File: config.mk
export PLATFORM = sky130hd
export DESIGN_NAME = nes_controller_reader
export DESIGN_NICKNAME = d
export VERILOG_FILES = /design/src/rtl/nes_controller_reader.sv
export SDC_FILE = /design/constraint.sdc
export NUM_CORES = 1
export LEC_CHECK = 0
export CAP_MARGIN = 20
export CORE_MARGIN = 2
export CORE_UTILIZATION = 40
export DETAILED_ROUTE_END_ITERATION = 8
export PLACE_DENSITY = 0.55
export SLEW_MARGIN = 20
export SYNTH_ARGS = -nofsm -noshare
export SYNTH_HDL_FRONTEND = slang
export SYNTH_SLANG_ARGS = --single-unit
File: constraint.sdc
create_clock -name sysclk -period 5.1 [get_ports sysclk]
set_input_delay 0.51 -clock sysclk [delete_from_list [all_inputs] [get_ports sysclk]]
set_output_delay 0.51 -clock sysclk [all_outputs]
set_load 0.01 [all_outputs]
File: src/rtl/nes_controller_reader.sv
// nes_controller_reader
//   Polls one NES game controller over its latch/pulse/data serial link and
//   presents the eight buttons as an active-high byte:
//     [0]A [1]B [2]Select [3]Start [4]Up [5]Down [6]Left [7]Right
//   A scan starts every POLL_CYCLES clocks:
//     latch high for LATCH_CYCLES clocks,
//     a HALF_CYCLES gap in which bit 0 is sampled,
//     then 7 pulses (HALF_CYCLES high, HALF_CYCLES low) that sample bits 1..7.
//   buttons_valid strobes for one cycle, in the same cycle that nes_buttons
//   takes the new value.
//   Optional build macro NES_DEBOUNCE_EN: nes_buttons only updates when two
//   consecutive scans return the same raw byte.
module nes_controller_reader #(
  parameter int LATCH_CYCLES = 1200,
  parameter int HALF_CYCLES  = 600,
  parameter int POLL_CYCLES  = 1666667
) (
  input  logic       sysclk,
  input  logic       reset_high,
  input  logic       nes_data,
  output logic       nes_latch,
  output logic       nes_pulse,
  output logic [7:0] nes_buttons,
  output logic       buttons_valid
);

  localparam int POLL_W = (POLL_CYCLES > 1) ? $clog2(POLL_CYCLES) : 1;
  localparam int PH_MAX = (LATCH_CYCLES > HALF_CYCLES) ? LATCH_CYCLES : HALF_CYCLES;
  localparam int PH_W   = (PH_MAX > 1) ? $clog2(PH_MAX) : 1;

  typedef enum logic [2:0] {
    S_IDLE,
    S_LATCH,
    S_GAP,
    S_PULSE_HI,
    S_PULSE_LO,
    S_DONE
  } state_t;

  state_t              r_state;
  state_t              w_state_next;
  logic [POLL_W-1:0]   r_poll;
  logic [PH_W-1:0]     r_phase;
  logic [2:0]          r_idx;
  logic [7:0]          r_shift;
  logic [7:0]          r_buttons;
  logic                r_sync1;
  logic                r_sync2;
  logic                r_latch;
  logic                r_pulse;
  logic                r_valid;
  logic                w_poll_wrap;
  logic                w_phase_last;
  logic                w_sample;

`ifdef NES_DEBOUNCE_EN
  logic [7:0]          r_prev_raw;
`endif

  assign nes_latch     = r_latch;
  assign nes_pulse     = r_pulse;
  assign nes_buttons   = r_buttons;
  assign buttons_valid = r_valid;

  assign w_poll_wrap  = (r_poll == POLL_W'(POLL_CYCLES - 1));

  // The latch phase has its own length; the gap and both pulse halves share HALF_CYCLES.
  assign w_phase_last = (r_state == S_LATCH) ? (r_phase == PH_W'(LATCH_CYCLES - 1))
                                             : (r_phase == PH_W'(HALF_CYCLES - 1));

  // Two-flop synchroniser for the asynchronous data line. It resets high so that
  // an idle line reads as "not pressed".
  always_ff @(posedge sysclk or posedge reset_high) begin
    if (reset_high) begin
      r_sync1 <= 1'b1;
      r_sync2 <= 1'b1;
    end else begin
      // NOTE: sequential state uses non-blocking assignments. r_sync2 must
      // capture the old value of r_sync1, not the value updated in this cycle.
      r_sync1 <= nes_data;
      r_sync2 <= r_sync1;
    end
  end

  // Free-running poll counter. It wraps every POLL_CYCLES cycles.
  always_ff @(posedge sysclk or posedge reset_high) begin
    if (reset_high) begin
      r_poll <= '0;
    end else if (w_poll_wrap) begin
      r_poll <= '0;
    end else begin
      r_poll <= r_poll + 1'b1;
    end
  end

  // FSM state register.
  always_ff @(posedge sysclk or posedge reset_high) begin
    if (reset_high) begin
      r_state <= S_IDLE;
    end else begin
      r_state <= w_state_next;
    end
  end

  // Next-state logic and sample strobe.
  // A poll wrap that arrives outside IDLE is dropped.
  always_comb begin
    // NOTE: every signal gets a default first, so no path through the case
    // can leave it unassigned and infer a latch.
    w_state_next = r_state;
    w_sample     = 1'b0;
    unique case (r_state)
      S_IDLE:     if (w_poll_wrap)  w_state_next = S_LATCH;
      S_LATCH:    if (w_phase_last) w_state_next = S_GAP;
      S_GAP: begin
        if (w_phase_last) begin
          w_sample     = 1'b1;
          w_state_next = S_PULSE_HI;
        end
      end
      S_PULSE_HI: if (w_phase_last) w_state_next = S_PULSE_LO;
      S_PULSE_LO: begin
        if (w_phase_last) begin
          w_sample     = 1'b1;
          w_state_next = (r_idx == 3'd7) ? S_DONE : S_PULSE_HI;
        end
      end
      S_DONE:     w_state_next = S_IDLE;
      default:    w_state_next = S_IDLE;
    endcase
  end

  // Phase timer. It restarts on every state change and stays at 0 while IDLE.
  always_ff @(posedge sysclk or posedge reset_high) begin
    if (reset_high) begin
      r_phase <= '0;
    end else if ((w_state_next != r_state) || (r_state == S_IDLE)) begin
      r_phase <= '0;
    end else begin
      r_phase <= r_phase + 1'b1;
    end
  end

  // Registered pin outputs, decoded from the next state so they change with it.
  // The valid strobe is registered from DONE, so it lines up with the
  // nes_buttons update.
  always_ff @(posedge sysclk or posedge reset_high) begin
    if (reset_high) begin
      r_latch <= 1'b0;
      r_pulse <= 1'b0;
      r_valid <= 1'b0;
    end else begin
      r_latch <= (w_state_next == S_LATCH);
      r_pulse <= (w_state_next == S_PULSE_HI);
      r_valid <= (r_state == S_DONE);
    end
  end

  // Serial capture: raw (active-low) bits go into r_shift[r_idx].
  // The 3-bit index wraps back to 0 after bit 7.
  always_ff @(posedge sysclk or posedge reset_high) begin
    if (reset_high) begin
      r_shift <= 8'h00;
      r_idx   <= 3'd0;
    end else if (w_sample) begin
      r_shift[r_idx] <= r_sync2;
      r_idx          <= r_idx + 3'd1;
    end
  end

  // Parallel output update. It happens only in DONE, so a scan cut short by
  // reset never reaches nes_buttons.
`ifdef NES_DEBOUNCE_EN
  always_ff @(posedge sysclk or posedge reset_high) begin
    if (reset_high) begin
      r_buttons  <= 8'h00;
      r_prev_raw <= 8'h00;
    end else if (r_state == S_DONE) begin
      if (r_shift == r_prev_raw) begin
        r_buttons <= ~r_shift;
      end
      r_prev_raw <= r_shift;
    end
  end
`else
  always_ff @(posedge sysclk or posedge reset_high) begin
    if (reset_high) begin
      r_buttons <= 8'h00;
    end else if (r_state == S_DONE) begin
      r_buttons <= ~r_shift;
    end
  end
`endif

endmodule

# Word-level counts from Yosys, hierarchy flattened
# Cells that the tools add are included.
# totals
regBits	59
in_bits	3
output_inout_bits	11
word_cells	48
# op_classes
addsub	3
n_lt_le_gt_ge	2
eq_ne	12
muxes	15
bitwise_logic	1
n_reduce_logical	4
# ops
op	n
21-bit by 1-bit adder with 21-bit output, second input constant	1
21-bit equality test, second input constant	1
21-bit two-way mux	1
3-bit two-way mux	6
3-bit case mux with 5 select lines	1
11-bit by 1-bit adder with 11-bit output, second input constant	1
11-bit by 10-bit equality test with 1-bit output, second input constant	1
11-bit equality test, second input constant	1
11-bit two-way mux	1
3-bit by 2-bit equality test with 1-bit output, second input constant	3
3-bit equality test, second input constant	3
8-bit bitwise mux	1
8-bit inverter	1
3-bit by 1-bit equality test with 1-bit output, second input constant	2
3-bit by 4-bit less-than comparator with 1-bit output, second input constant	1
1-bit two-way mux	4
3-bit by 1-bit adder with 3-bit output, second input constant	1
1-bit demux with 3-bit select	1
3-bit by 1-bit >= comparator with 1-bit output, second input constant	1
3-bit logical NOT	1
3-bit != test	1
2-bit OR reduction	1
1-bit logical AND	1
1-bit logical OR	1

# Longest topological paths before layout
# Gate-level depths: netlist of run 1.
# depth
ltp_word	7
ltp_mapped	7
mapped_depth_nobuf	6

# Worst setup path before layout of run 1
# OpenSTA, ideal clock, no wires.
# synth_path
path_kind	reg-to-reg
start	register r_phase[0]
end	register r_shift[0]
setup_ns	0.125
arrival_time_ns	1.712
t_required_ns	4.975
slack_ns	3.264
stages_incl_launch_ff	7
n_path_buf	1
synth_period_minus_slack_ns	1.836
cell_sequence	dfrtp_1 ha_1 and3b_1 nand4_4 buf_2 a211oi_1 mux2_2
# synth_via
elab_chain_cells	4
word_cells_on_any_way	5
classes_between	eq/ne: 2; mux: 3
# synth_lines
element	line_no	source
from (decl)	43	logic [PH_W-1:0] r_phase;
from (signal assigned)	140	r_phase <= r_phase + 1'b1;
11-bit by 10-bit equality test with 1-bit output or 11-bit equality test (tied branches)	69, 68	
1-bit two-way mux *	68	assign w_phase_last = (r_state == S_LATCH) ? (r_phase == PH_W'(LATCH_CYCLES - 1))
1-bit two-way mux *	116, 123	
1-bit two-way mux *	n/a	
to (signal, indexed assignment)	166	r_shift[r_idx] <= r_sync2;
to (decl)	45	logic [7:0] r_shift;
# Mark *: on every way between the ends. The rest lies on a longest branch, timed or not.
# A chain may end at the register's enable or synchronous reset.

# Worst setup path in the final report of run 1
# layout_path
start	register r_phase[0]
end	register r_shift[5]
# The elaborated chain is that of the path after synthesis.

==> results of run 1 <==
through the flow:
step	cell area (um2)	instances	hold WS [ns]	setup slack [ns]	utilization [%]
6_report	3390	392	0.359	2.93	47.3
3_3_place_gp	3140	376	0.347	2.73	43.8
2_1_floorplan	2920	271	0.345	3.14	-
4_1_cts	3390	392	0.361	2.65	47.2
5_1_grt	3390	392	0.363	2.70	47.3
3_5_place_dp	3140	376	0.351	2.65	43.8
metal layers:
layer	wire, um	share of wire [%]	vias to the layer above	global-route usage (%)
li1	-	-	1015	-
met1	2610	49	984	20.2
met2	2480	47	26	24.1
met3	147	2.8	8	4.16
met4	87	1.6	0	6.78
met5	0	0	-	0
power breakdown:
part / switching, mW / internal, mW / total [mW]
logic: 0.00887 / 0.00195 / 0.0108
registers: 0.000982 / 0.469 / 0.470
clock network: 0.202 / 0.328 / 0.530
total: 0.212 / 0.799 / 1.01
registers in the layout (all words and copies together), names as in the netlist:
signal         flops
r_shift            8
r_state            3
nes_latch          1
buttons_valid      1
r_idx              3
r_phase           11
nes_pulse          1
r_sync1            1
r_poll            21
r_sync2            1
nes_buttons        8
final timing paths:
path                                  end  slack (ns)  depth (start not counted)
max                            r_shift[5]        2.93                          5
min reg2reg                       r_sync2        0.36                          0
max reg2reg                    r_shift[5]        2.93                          5
min                               r_sync2        0.36                          0
max in group asynchronous  nes_buttons[2]        3.93                          3
min in group asynchronous      r_poll[12]        0.69                          3
worst reg2reg max path: stages (launching register included):
cell	delay, ns
dfrtp_1	0.37
ha_1	0.21
and3b_1	0.29
nand4_4	0.27
a2111oi_1	0.56
mux2_1	0.36
placed cells by master, fill, tap and decap left out, drive strengths merged, types with 7 or more instances in the layout:
master	n
clkbuf	9
clkdlybuf4s50	13
dfrtp	57
inv	10
mux2	10
nand2	22
nand3	12
nand4	8
nor2	26
o21ai	11
or3	7
xnor2	17
xor2	8
layout make-up:
class / instances / area [um2]
Clock inverter: 7 / 124
Tap cell: 99 / 124
Inverter: 9 / 33.8
Timing Repair Buffer: 14 / 138
Sequential cell: 59 / 1480
Fill cell: 658 / 3780
Clock buffer: 9 / 124
Multi-Input combinational cell: 195 / 1370
kinds of logic (layout without fill, tap and decap cells):
family | count (synthesis) | after routing
multiplexers | 13 | 13
XOR/XNOR | 25 | 25
flip-flops | 59 | 59
adder cells (fa/ha/maj) | 5 | 5
buffers and inverters | 17 | 39
AND/OR/NAND/NOR | 118 | 118
AO/OA/AOI/OAI | 34 | 34
==> results.txt, run 1 <==
status - completed
simple-gate portion of the synthesized area - 24.0%
insertion delay to the later sink of the worst-skew pair - 0.35 ns
Max Freq - 0.460 GHz
most common cell in the synthesized netlist - dfrtp_1
final period utilization - 42.6%
WP buf/inv - 0
Top-Level Pins - 14
Max Slew Vio Count - 0
# H-tree levels - 3
Layout Nets - 296
Max-Cap Viols - 0
setup TNS - 0 ns
Adder-Cell Fraction of Synth Area - 2.14%
Layout area overhead - 16.1%
Final Setup Violations - 0
CP max FO - 17
mapped cell area - 2920 um2
DIE HEIGHT - 89.5 um
Tot GR Track Use - 15.4%
share of layout cells above drive strength 1 - 11.3%
sequential fraction of the synthesis area - 50.6%
router iterations before antenna repair - 4
DIE AREA - 8010 um2
Rel. slew slack - 51.4%
multiplexer share of the synthesized area - 4.88%
first-pass GRT wire length - 9320 um
Post-Syn Instances - 271
I/O Buffers - 13
main combinational cell family by area after synthesis - simple AND/OR/NAND/NOR gates
num rows - 31
cts repair resizes - 0
Synth top cells by count - dfrtp_1 (57), nor2_1 (26), nand2_1 (22), xnor2_1 (17), nand3_1 (12)
Synth Area in Compound Gates - 8.22%
Tot Pwr - 1.01 mW
post-synth top area cell - dfrtp_1
unrepaired setup endpoints after global routing - false
drc violations - 0
Peak VDD IR - 182 uV
antenna violations before repair - 0
CTS tree - done
distinct cell type count of the synthesized netlist - 46
pwr/cell area - 298 nW/um2
leakage - 1.51 nW
Final Wtd Congestion - 0.799
Max Buffers Root-to-Sink - 2
ant diodes - 0
Synth Area in XOR/XNOR - 7.49%
dpl hpwl - 3440 um
Final Critical Period - 2.17 ns
Die X - 89.5 um
FF+latch count, synth - 59
mean number of vias per cell - 5.19
Slowest cell on crit path - a2111oi_1
Arr. time, crit path - 2.40 ns
CP Class - flop to flop
GRT overflow - 0
Critical Path Start - r_phase[0]
Hold Path Class - flop to flop
final hold viol count - 0
clock sinks - 59
Synth Flop Type - dfrtp_1
Vias - 2033
CTS Root Cell - clkbuf_8
initial core utilization - 40.7%
largest delay contributor family on the critical path - simple AND/OR/NAND/NOR gates
Final Skew - 0.0142 ns
pin count of the biggest net entering global routing - 60
Post-CTS Setup Bufs - 0
CTS Buf Count - 9
Synth Net Count - 279
syn avg cell area - 10.8 um2
worst hold start - r_sync1
critical path capture point type - flop
cts hold-fix bufs - 0
vias in the first global route - 1972
Crit path largest cell delay - 0.55 ns
Initial DRC Count - 72
async set-or-reset flop fraction in the synthesized netlist - 100%
Worst EP required - 5.33 ns
WL/cell - 13.6 um
Ys Warns - 0
Yosys top cell area share - 48.8%
Setup crit start kind - flop
Final ANT Viol Nets - 0
Post-Route WL - 5330 um
core area - 7180 um2
Worst-Margin Slew - 0.728 ns
ranking of synthesized cells by area - dfrtp_1 (49%), xnor2_1 (5.1%), nor2_1 (3.3%)
number of synthesized flops with an enable pin - 0
CTS clk-pin slew, worst paths - 0.08 ns
crit-path cells - ha_1 > and3b_1 > nand4_4 > a2111oi_1 > mux2_1
launch point of the worst reg-to-reg path - r_phase[0]
Note: power is estimated with default switching activity, not from simulation.
==> inputs of run 2 (changes only) <==
- PLACE_DENSITY: 0.55 -> 0.57
- clock period: 5.1 -> 1.8 ns (I/O delays scaled with it)
==> results.txt, run 2 (same netlist as run 1, synthesis figures left out) <==
critical path capture point type - flop
CP max FO - 8
Final Skew - 0.00832 ns
post-route cell area - 3930 um2
area of the multi-input gates - 1550 um2
antenna violations before repair - 0
insertion delay to the later sink of the worst-skew pair - 0.33 ns
Hold Path Class - input pin to asynchronous set/reset pin
GRT overflow - 0
Final ANT Viol Nets - 0
core area - 7180 um2
failing checks - negative setup slack
share of layout cells above drive strength 1 - 28.2%
initial core utilization - 40.7%
final hold viol count - 0
setup TNS - -0.643 ns
Top-Level Pins - 14
total area of sequential cells - 1480 um2
Setup WS pre-CTS - -0.158 ns
Setup crit start kind - flop
DIE AREA - 8010 um2
num rows - 31
Gate power share - 1.4%
Critical Path Start - r_phase[1]
clock power share - 45.0%
fin cells - 440
Slowest cell on crit path - a2111oi_4
Largest regs - r_poll x21, r_phase x11
Final Setup Violations - 10
pwr/cell area - 633 nW/um2
WL/cell - 14.0 um
Vias - 2194
Layout area overhead - 34.4%
ant diodes - 0
Sw Share - 21.7%
I/O Buffers - 13
first-pass GRT wire length - 10600 um
commonest non-fill, non-tap cell in the layout - dfrtp_1
Placed Instances - 417
mean number of vias per cell - 4.99
Die X - 89.5 um
unrepaired setup endpoints after global routing - true
Initial DRC Count - 90
Cell Int Power - 1.95 mW
max reg flops - 21
crit-path cells - ha_2 > and3b_2 > nand4_4 > buf_12 > a2111oi_4 > mux2_4
status - finished, violations left
final period utilization - 105%
post-placement cell area - 3460 um2
dpl hpwl - 4040 um
Tot Pwr - 2.49 mW
CP Class - flop to flop
DIE HEIGHT - 89.5 um
most frequent cells in the layout - dfrtp_1 (56), buf_4 (41), nor2_1 (26)
Worst-Margin Slew - 0.346 ns
Peak VDD IR - 480 uV
Max Slew Vio Count - 0
Post-Route WL - 6160 um
NetSw - 0.539 mW
Biggest register - r_poll
leakage - 1.77 nW
cts hold-fix bufs - 0
Tot GR Track Use - 17.4%
Setup WS post-layout - -0.0812 ns
Max-Cap Viols - 0
vias in the first global route - 2273
Final Wtd Congestion - 0.787
Max Freq - 0.532 GHz
# H-tree levels - 3
Final Critical Period - 1.88 ns
Rel. slew slack - 76.9%
worst hold slack - 0.209 ns
router iterations before antenna repair - 4
Arr. time, crit path - 2.10 ns
pin count of the biggest net entering global routing - 60
clock sinks - 59
CTS tree - done
drc violations - 0
CTS Root Cell - clkbuf_8
Worst EP required - 2.02 ns
fin util - 54.7%
launch point of the worst reg-to-reg path - r_phase[1]
CTS Buf Count - 9
Max Buffers Root-to-Sink - 2
Layout Nets - 344
Crit path largest cell delay - 0.37 ns
Seq pwr share - 53.6%
CTS clk-pin slew, worst paths - 0.07 ns
FILL cells - 646
[run 2: changes by cell type in the layout (fill, tap and decap cells not counted), moves of 4 or more]
cell and change:
a2111oi_1 -5, mux2_2 -5, mux2_4 +6, buf_4 +40
a2111oi_4 +6, buf_6 +4
[run 2: path summary, 6_finish.rpt]
kind / to / slack, ns / cells after the start
max in group asynchronous: r_sync1 / 1.29 / 3
max reg2reg: r_shift[4] / -0.08 / 6
min in group sysclk: r_sync1 / 0.25 / 1
min reg2reg: r_sync2 / 0.35 / 0
max: r_shift[4] / -0.08 / 6
min: r_poll[3] / 0.21 / 3
[run 2: cell type report]
| type | instances | area share [%] |
|---|---|---|
| repair buffers | 62 | 14.2 |
| inverters | 9 | 0.860 |
| well taps | 99 | 3.15 |
| flip-flops and latches | 59 | 37.7 |
| clock buffers | 14 | 4.40 |
| clock inverters | 2 | 0.255 |
| multi-input cells | 195 | 39.4 |
[run 2: power by group through the flow]
stage	Combinational [mW]	Sequential, mW	Clock [mW]
2_1_floorplan	0.0195	1.36	0
3_3_place_gp	0.0378	1.36	0
3_5_place_dp	0.0375	1.36	0
4_1_cts	0.0379	1.33	1.15
5_1_grt	0.0424	1.33	1.21
6_report	0.0355	1.33	1.12
[run 2: what timing repair did]
item                                   CTS  global route
pin swaps                                5             9
setup buffers                            5             2
endpoints found under the hold margin    0             0
setup endpoints to repair               20            33
gates resized for setup                 29            10
gates cloned                             1             0
[run 2: worst max-delay path: cells and delay by family (launching register included)]
family | cells | cell delay (ns)
multiplexers | 1 | 0.34
AND/OR/NAND/NOR | 2 | 0.36
AO/OA/AOI/OAI | 1 | 0.37
adder cells (fa/ha/maj) | 1 | 0.17
flip-flops | 1 | 0.35
buffers and inverters | 1 | 0.18
[run 2: routing by layer]
metal | wire, um | track usage, %
met1 | 2850 | 21.0
met2 | 3130 | 30.4
met3 | 134 | 4.71
met4 | 46 | 5.16
met5 | 0 | 0
